File: config.mk
export PLATFORM = sky130hd
export DESIGN_NAME = alu_arbiter
export DESIGN_NICKNAME = d
export VERILOG_FILES = /design/src/rtl/alu_arbiter.sv
export SDC_FILE = /design/constraint.sdc
export NUM_CORES = 1
export LEC_CHECK = 0
export BUFFER_PORTS_ARGS = -buffer_cell sky130_fd_sc_hd__buf_2
export CAP_MARGIN = 10
export CELL_PAD_IN_SITES_DETAIL_PLACEMENT = 1
export CELL_PAD_IN_SITES_GLOBAL_PLACEMENT = 2
export CORE_ASPECT_RATIO = 1.5
export CORE_UTILIZATION = 28
export DETAILED_ROUTE_END_ITERATION = 6
export GPL_ROUTABILITY_DRIVEN = 1
export PLACE_DENSITY_LB_ADDON = 0.1
export SYNTH_ARGS = -nofsm -noshare
export SYNTH_HDL_FRONTEND = slang
export SYNTH_SLANG_ARGS = --single-unit
export TNS_END_PERCENT = 100
File: constraint.sdc
create_clock -name clk -period 2.05 [get_ports clk]
set_clock_uncertainty 0.05 [all_clocks]
set_input_delay 0.205 -clock clk [delete_from_list [all_inputs] [get_ports clk]]
set_output_delay 0.205 -clock clk [all_outputs]
set_load 0.005 [all_outputs]
File: src/rtl/alu_arbiter.sv
// Two-requester arbiter in front of a small 4-bit ALU.
// One operation is in flight at a time: accept in IDLE, compute in EXEC,
// then hold the response in RESP until the consumer takes it.
module alu_arbiter #(
   parameter int PRIO_FIXED = 0
) (
   input  logic       clk,
   input  logic       rst,
   input  logic       req0_valid,
   output logic       req0_ready,
   input  logic [2:0] req0_op,
   input  logic [3:0] req0_a,
   input  logic [3:0] req0_b,
   input  logic       req1_valid,
   output logic       req1_ready,
   input  logic [2:0] req1_op,
   input  logic [3:0] req1_a,
   input  logic [3:0] req1_b,
   output logic       rsp_valid,
   input  logic       rsp_ready,
   output logic       rsp_id,
   output logic [3:0] rsp_result,
   output logic       rsp_c,
   output logic       rsp_z,
   output logic       rsp_n,
   output logic       rsp_err
);

   typedef enum logic [1:0] {
      IDLE = 2'd0,
      EXEC = 2'd1,
      RESP = 2'd2
   } state_t;

   state_t     state;
   logic       last_grant;
   logic       grant;
   logic       accept_en;
   logic       cap_id;
   logic [2:0] cap_op;
   logic [3:0] cap_a;
   logic [3:0] cap_b;
   logic [4:0] sum;
   logic [3:0] alu_result;
   logic       alu_c;
   logic       alu_err;

   // Pick the winner among the currently valid requesters; on a tie either
   // requester 0 wins outright or the one not served last time goes next.
   always_comb begin
      grant = 1'b0;
      if (req0_valid && req1_valid) begin
         if (PRIO_FIXED != 0) begin
            grant = 1'b0;
         end else begin
            grant = ~last_grant;
         end
      end else if (req1_valid) begin
         grant = 1'b1;
      end
   end

   // Readies are offered only while idle and out of reset, so the handshake
   // itself decides which operation starts.
   assign accept_en  = (state == IDLE) && !rst && (req0_valid || req1_valid);
   assign req0_ready = accept_en && !grant;
   assign req1_ready = accept_en && grant;

   // ALU on the captured operands; illegal opcodes produce zero with err set.
   always_comb begin
      sum        = 5'd0;
      alu_result = 4'd0;
      alu_c      = 1'b0;
      alu_err    = 1'b0;
      case (cap_op)
         3'b000: begin
            sum        = {1'b0, cap_a} + {1'b0, cap_b};
            alu_result = sum[3:0];
            alu_c      = sum[4];
         end
         3'b001: begin
            sum        = {1'b0, cap_a} + {1'b0, ~cap_b} + 5'd1;
            alu_result = sum[3:0];
            alu_c      = sum[4];
         end
         3'b010:  alu_result = cap_a & cap_b;
         3'b011:  alu_result = cap_a | cap_b;
         3'b100:  alu_result = ~cap_a;
         default: alu_err    = 1'b1;
      endcase
   end

   // Control FSM: capture on accept, register the ALU result, hold until taken.
   always_ff @(posedge clk or posedge rst) begin
      if (rst) begin
         state      <= IDLE;
         last_grant <= 1'b1;
         cap_id     <= 1'b0;
         cap_op     <= 3'd0;
         cap_a      <= 4'd0;
         cap_b      <= 4'd0;
         rsp_valid  <= 1'b0;
         rsp_id     <= 1'b0;
         rsp_result <= 4'd0;
         rsp_c      <= 1'b0;
         rsp_z      <= 1'b0;
         rsp_n      <= 1'b0;
         rsp_err    <= 1'b0;
      end else begin
         case (state)
            IDLE: begin
               if (req0_valid || req1_valid) begin
                  cap_id     <= grant;
                  cap_op     <= grant ? req1_op : req0_op;
                  cap_a      <= grant ? req1_a : req0_a;
                  cap_b      <= grant ? req1_b : req0_b;
                  last_grant <= grant;
                  state      <= EXEC;
               end
            end
            EXEC: begin
               rsp_id     <= cap_id;
               rsp_result <= alu_result;
               rsp_c      <= alu_c;
               rsp_z      <= (alu_result == 4'd0);
               rsp_n      <= alu_result[3];
               rsp_err    <= alu_err;
               rsp_valid  <= 1'b1;
               state      <= RESP;
            end
            RESP: begin
               if (rsp_ready) begin
                  rsp_valid <= 1'b0;
                  state     <= IDLE;
               end
            end
            default: state <= IDLE;
         endcase
      end
   end

endmodule
# After elaboration in Yosys (flattened, before gate mapping)

Index checks and enable logic that the tools add are counted.
Widths: inputs -> output; s select.

Bits in registers: 25
Output and inout bits: 12
Word-level logic and storage cells: 58

$add $sub $neg: 3
Equality and inequality tests: 8
Multiplexer cells: 13
Bitwise operators: 5
Reductions and logical operators: 16

Operators with widths:

| cell                | number |
|---|---|
| $pmux 4 s5          | 1 |
| $add 4x4->5         | 2 |
| $mux 4              | 2 |
| $not 4->4           | 2 |
| $eq 3x2->1 const B  | 2 |
| $pmux 2 s3          | 1 |
| $reduce_and 2->1    | 3 |
| $add 5x1->5 const B | 1 |
| $logic_and 1x1->1   | 5 |
| $reduce_or 5->1     | 1 |
| $and 4x4->4         | 1 |
| $logic_not 4->1     | 1 |
| $mux 1              | 4 |
| $mux 2              | 2 |
| $or 4x4->4          | 1 |
| $pmux 1 s2          | 2 |
| $eq 3x1->1 const B  | 1 |
| $eq 3x3->1 const B  | 1 |
| $logic_not 3->1     | 1 |
| $mux 3              | 1 |
| $eq 2x1->1 const B  | 1 |
| $eq 2x2->1 const B  | 1 |
| $logic_not 1->1     | 2 |
| $logic_not 2->1     | 1 |
| 5 further kinds     | 5 |

# Depth between registers and ports, before layout

Word-level depth: 5
Gate-level depth with buffers: 9
Mapped depth without buffers: 9

# Least setup slack after synthesis

No wires, ideal clock.

Kind: flip-flop to flip-flop
Start: register cap_a[0]
End: register rsp_z
Setup time: 104 ps
Arrival: 1969 ps
Data required time: 1896 ps
Setup slack: -72 ps
Cell stages (with the launch flop): 9
Buffers on the path: 0
Path through: dfrtp_1 inv_1 ha_1 inv_1 fa_1 mux4_1 a21oi_1 nand2_1 o41ai_2

Cells in the longest elaborated chain, start to end: 4
Elaborated cells on any way between the ends: 8

RTL lines:

| element                | RTL line | RTL |
|---|---|---|
| from (decl)            | 41       | `logic [3:0] cap_a;` |
| from (signal assigned) | 115      | `cap_a <= grant ? req1_a : req0_a;` |
| $add 4x4->5            | 82       | `sum = {1'b0, cap_a} + {1'b0, ~cap_b} + 5'd1;` |
| $add 5x1->5            | 82       |  |
| $pmux 4 s5 *           | 75       | `case (cap_op)` |
| $logic_not 4->1 *      | 125      | `rsp_z <= (alu_result == 4'd0);` |
| to (signal assigned)   | 125      |  |
| to (decl)              | 24       | `output logic rsp_z,` |

Every way passes the cells marked *; elsewhere a longest branch is shown, timed or not.
A chain may end at the register's enable or synchronous reset.

# Final worst setup path

Ends and elaborated chain as after synthesis.

==> results.py <==
metrics = {
    "status": {
        "outcome": "finished, violations left",
        "violations": "negative setup slack",
    },
    "sta": {
        "setup_viol": 2,
        "worstMarginPinSlew_ps": 398,
        "period_share": 1.05,
        "hold_violations": 0,
        "timing.fmax_mhz": 466,
        "maxSlewViolCount": 0,
        "period_needed_ps": 2150,
        "relSlewSlack": 0.733,
        "setup_ws_ps": -97.0,
        "rsz0062_at_grt": "yes",
    },
    "setup_path": {
        "cp.required_ps": 2170,
        "worst_setup_path_start_kind": "flop",
        "cp-end-kind": "flop",
        "arrival_ps": 2270,
        "path_max_fanout": 3,
        "r2r_cells": 8,
        "reg2reg_from": "cap_a[0]",
        "r2r_setup_slack_ps": -100,
        "r2r_end": "rsp_z",
        "worstSetupPathType": "flop to flop",
        "critPathLaunch": "cap_a[0]",
    },
    "synthesis": {
        "synth_fp_nets": 203,
        "syn_inst": 162,
        "syn_area_mm2": 0.00153,
        "yosysWarningCount": 0,
        "synth_cell_types": 43,
        "ys_ff_latch": 24,
        "avgSynthCellArea_um2": 9.44,
        "ys_seq_area_frac": 0.394,
    },
    "pwr": {
        "powerDensity_mw_per_mm2": 1620,
        "power_w": 0.00337,
        "ir_worst_vdd_mv": 0.525,
        "p_leak_nw": 1.04,
    },
    "placement": {
        "hpwl_mm": 3.30,
        "dp.cells": 276,
        "port_buffers": 38,
        "gp_congestion": 0.791,
        "place_area_mm2": 0.00190,
    },
    "cts": {
        "cts_tree": "yes",
        "clk_pin_slew_ps": 90,
        "clock_latency_ps": 270,
        "cts_buffers": 3,
        "clockRootBuffer": "clkbuf_8",
        "cts_buffer_depth": 2,
        "cts.sinks": 24,
        "htreeDepth": 1,
    },
    "job": {
        "max_cap_violations": 0,
    },
    "route": {
        "num_vias": 1309,
        "drt_iter0_markers": 40,
        "drt_pass1_iterations": 3,
        "ant_nets": 0,
        "wl_per_cell_um": 14.1,
        "routed_wl_mm": 4.01,
        "drc": 0,
        "viasPerCell": 4.59,
    },
    "floorplan": {
        "start_util": 0.294,
        "die_area_mm2": 0.00577,
        "die_h_um": 92.5,
        "rows": 32,
        "core-area_mm2": 0.00520,
        "die_width_um": 62.3,
        "io_pins": 39,
    },
    "final_layout": {
        "seqCellArea_um2": 603,
        "fin_util": 0.400,
        "multi_input_area_um2": 886,
        "num-fill-cells": 624,
        "nNetsFinal": 259,
        "area_growth_pct": 36.0,
        "antennaDiodeCount": 0,
        "final_cell_area_mm2": 0.00208,
        "fin_cells": 285,
        "final_layout_size_suffix_gt1_frac": 0.387,
    },
    "global_routing": {
        "grt_first_pass_wirelength_mm": 7.03,
        "overflow": 0,
        "grt_antenna_before_repair": 0,
        "grt_use_total": 0.154,
        "grt_pass1_vias": 1508,
        "grt_max_degree": 25,
    },
    "min_path": {
        "holdPathEnd": "state[1]",
        "hp-start": "rsp_ready",
        "worstHoldPathType": "primary input to flop",
        "hold_depth": 2,
    },
}
==> synth_stat cells, drive strengths merged <==
library cell,count,area [um^2]
a2111oi,1,8.76
a211oi,1,7.51
a21boi,1,7.51
a21o,4,30.0
a21oi,5,25.0
a22oi,4,30.0
a311o,1,10.0
a311oi,1,8.76
and2,2,12.5
and3,1,6.26
buf,3,22.5
clkbuf,7,26.3
dfrtp,23,576
dfstp,1,26.3
fa,2,40.0
ha,12,150
inv,15,56.3
mux2,2,22.5
mux2i,7,70.1
mux4,1,26.3
nand2,20,75.1
nand2b,2,12.5
nand3,2,10.0
nand3b,2,15.0
nor2,5,18.8
nor2b,4,25.0
nor3,2,10.0
nor3b,3,22.5
nor4,1,6.26
o21a,1,7.51
o21ai,17,85.1
o21bai,1,7.51
o22a,1,8.76
o22ai,1,6.26
o41ai,2,25.0
or2,1,6.26
or3b,1,8.76
or4,1,7.51
xnor2,1,8.76
==> cells in the final DEF, fill, tap and decap left out, types with 4 or more instances in the layout <==
| cell type | instances |
|---|---|
| nor2b_1 | 4 |
| mux2i_1 | 7 |
| nand2_1 | 20 |
| inv_1 | 13 |
| a21o_1 | 4 |
| buf_4 | 21 |
| buf_2 | 38 |
| ha_1 | 7 |
| nor2_1 | 5 |
| a22oi_1 | 4 |
| a21oi_1 | 4 |
| o21ai_0 | 15 |
| dfrtp_1 | 22 |
==> worst max-delay path, cell delays in order, from the launching register on <==
cell and delay (ps):
dfrtp_1 410, inv_2 90, ha_4 130, inv_1 50, fa_1 420, mux4_2 460, a21oi_2 140, nand2_1 90
o41ai_2 210
==> routing by layer <==
metal / share of wire / track usage / vias up
met3: 0.017 / 0.0111 / 2
li1: - / - / 666
met1: 0.40 / 0.171 / 621
met2: 0.57 / 0.308 / 20
met4: 0.0062 / 0.0407 / 0
met5: 0 / 0 / -
==> power breakdown <==
group          leakage [nW]  switching, W  internal, W  total, W
clock network        0.0357      0.000156     0.000261  0.000416
registers             0.294      0.000205     0.000709  0.000914
logic                 0.708       0.00101      0.00104   0.00204
==> sequential cells by signal, summed over array words and instances, names as in the netlist, 2 cells and up <==
| name | flops |
|---|---|
| state | 2 |
| cap_b | 4 |
| cap_a | 4 |
| cap_op | 3 |
| rsp_result | 4 |
==> logic make-up after synthesis <==
group           count (synthesis)  synth area share
fa+ha+maj                      14             0.124
flops                          24             0.394
compound gates                 41             0.175
xor+xnor                        1           0.00573
mux                            10            0.0777
simple gates                   47             0.155
buf+inv                        25            0.0687
==> through the flow <==
step           hold slack [ps]  worst slack [ps]  TNS (ps)
2_1_floorplan              174             -18.6     -18.6
3_3_place_gp               278              -166      -314
3_5_place_dp               288              -282      -536
4_1_cts                   86.1              -108      -108
5_1_grt                    109              -210      -401
6_report                  95.5             -97.0      -105
==> area by class of cell <==
type,instances,area share
Multi-Input combinational cell,113,0.426
Tap cell,68,0.0409
Clock buffer,3,0.0199
Timing Repair Buffer,61,0.182
Clock inverter,1,0.0144
Inverter,15,0.0271
Sequential cell,24,0.290
==> worst max-delay path by stage <==
stage / to / slack, ps
after floorplan: rsp_z / -20
after global placement: rsp_z / -170
after detailed placement: rsp_z / -280
after CTS: rsp_z / -110
after global routing: rsp_z / -210
final: rsp_z / -100
==> what timing repair did <==
item	in CTS	in global routing
hold buffers	1	0
setup endpoints to repair	4	4
gates resized for setup	8	6
buffers inserted	4	0
hold endpoints to repair	14	0
pin swaps	3	2
Power figures use the tool's default switching activity.
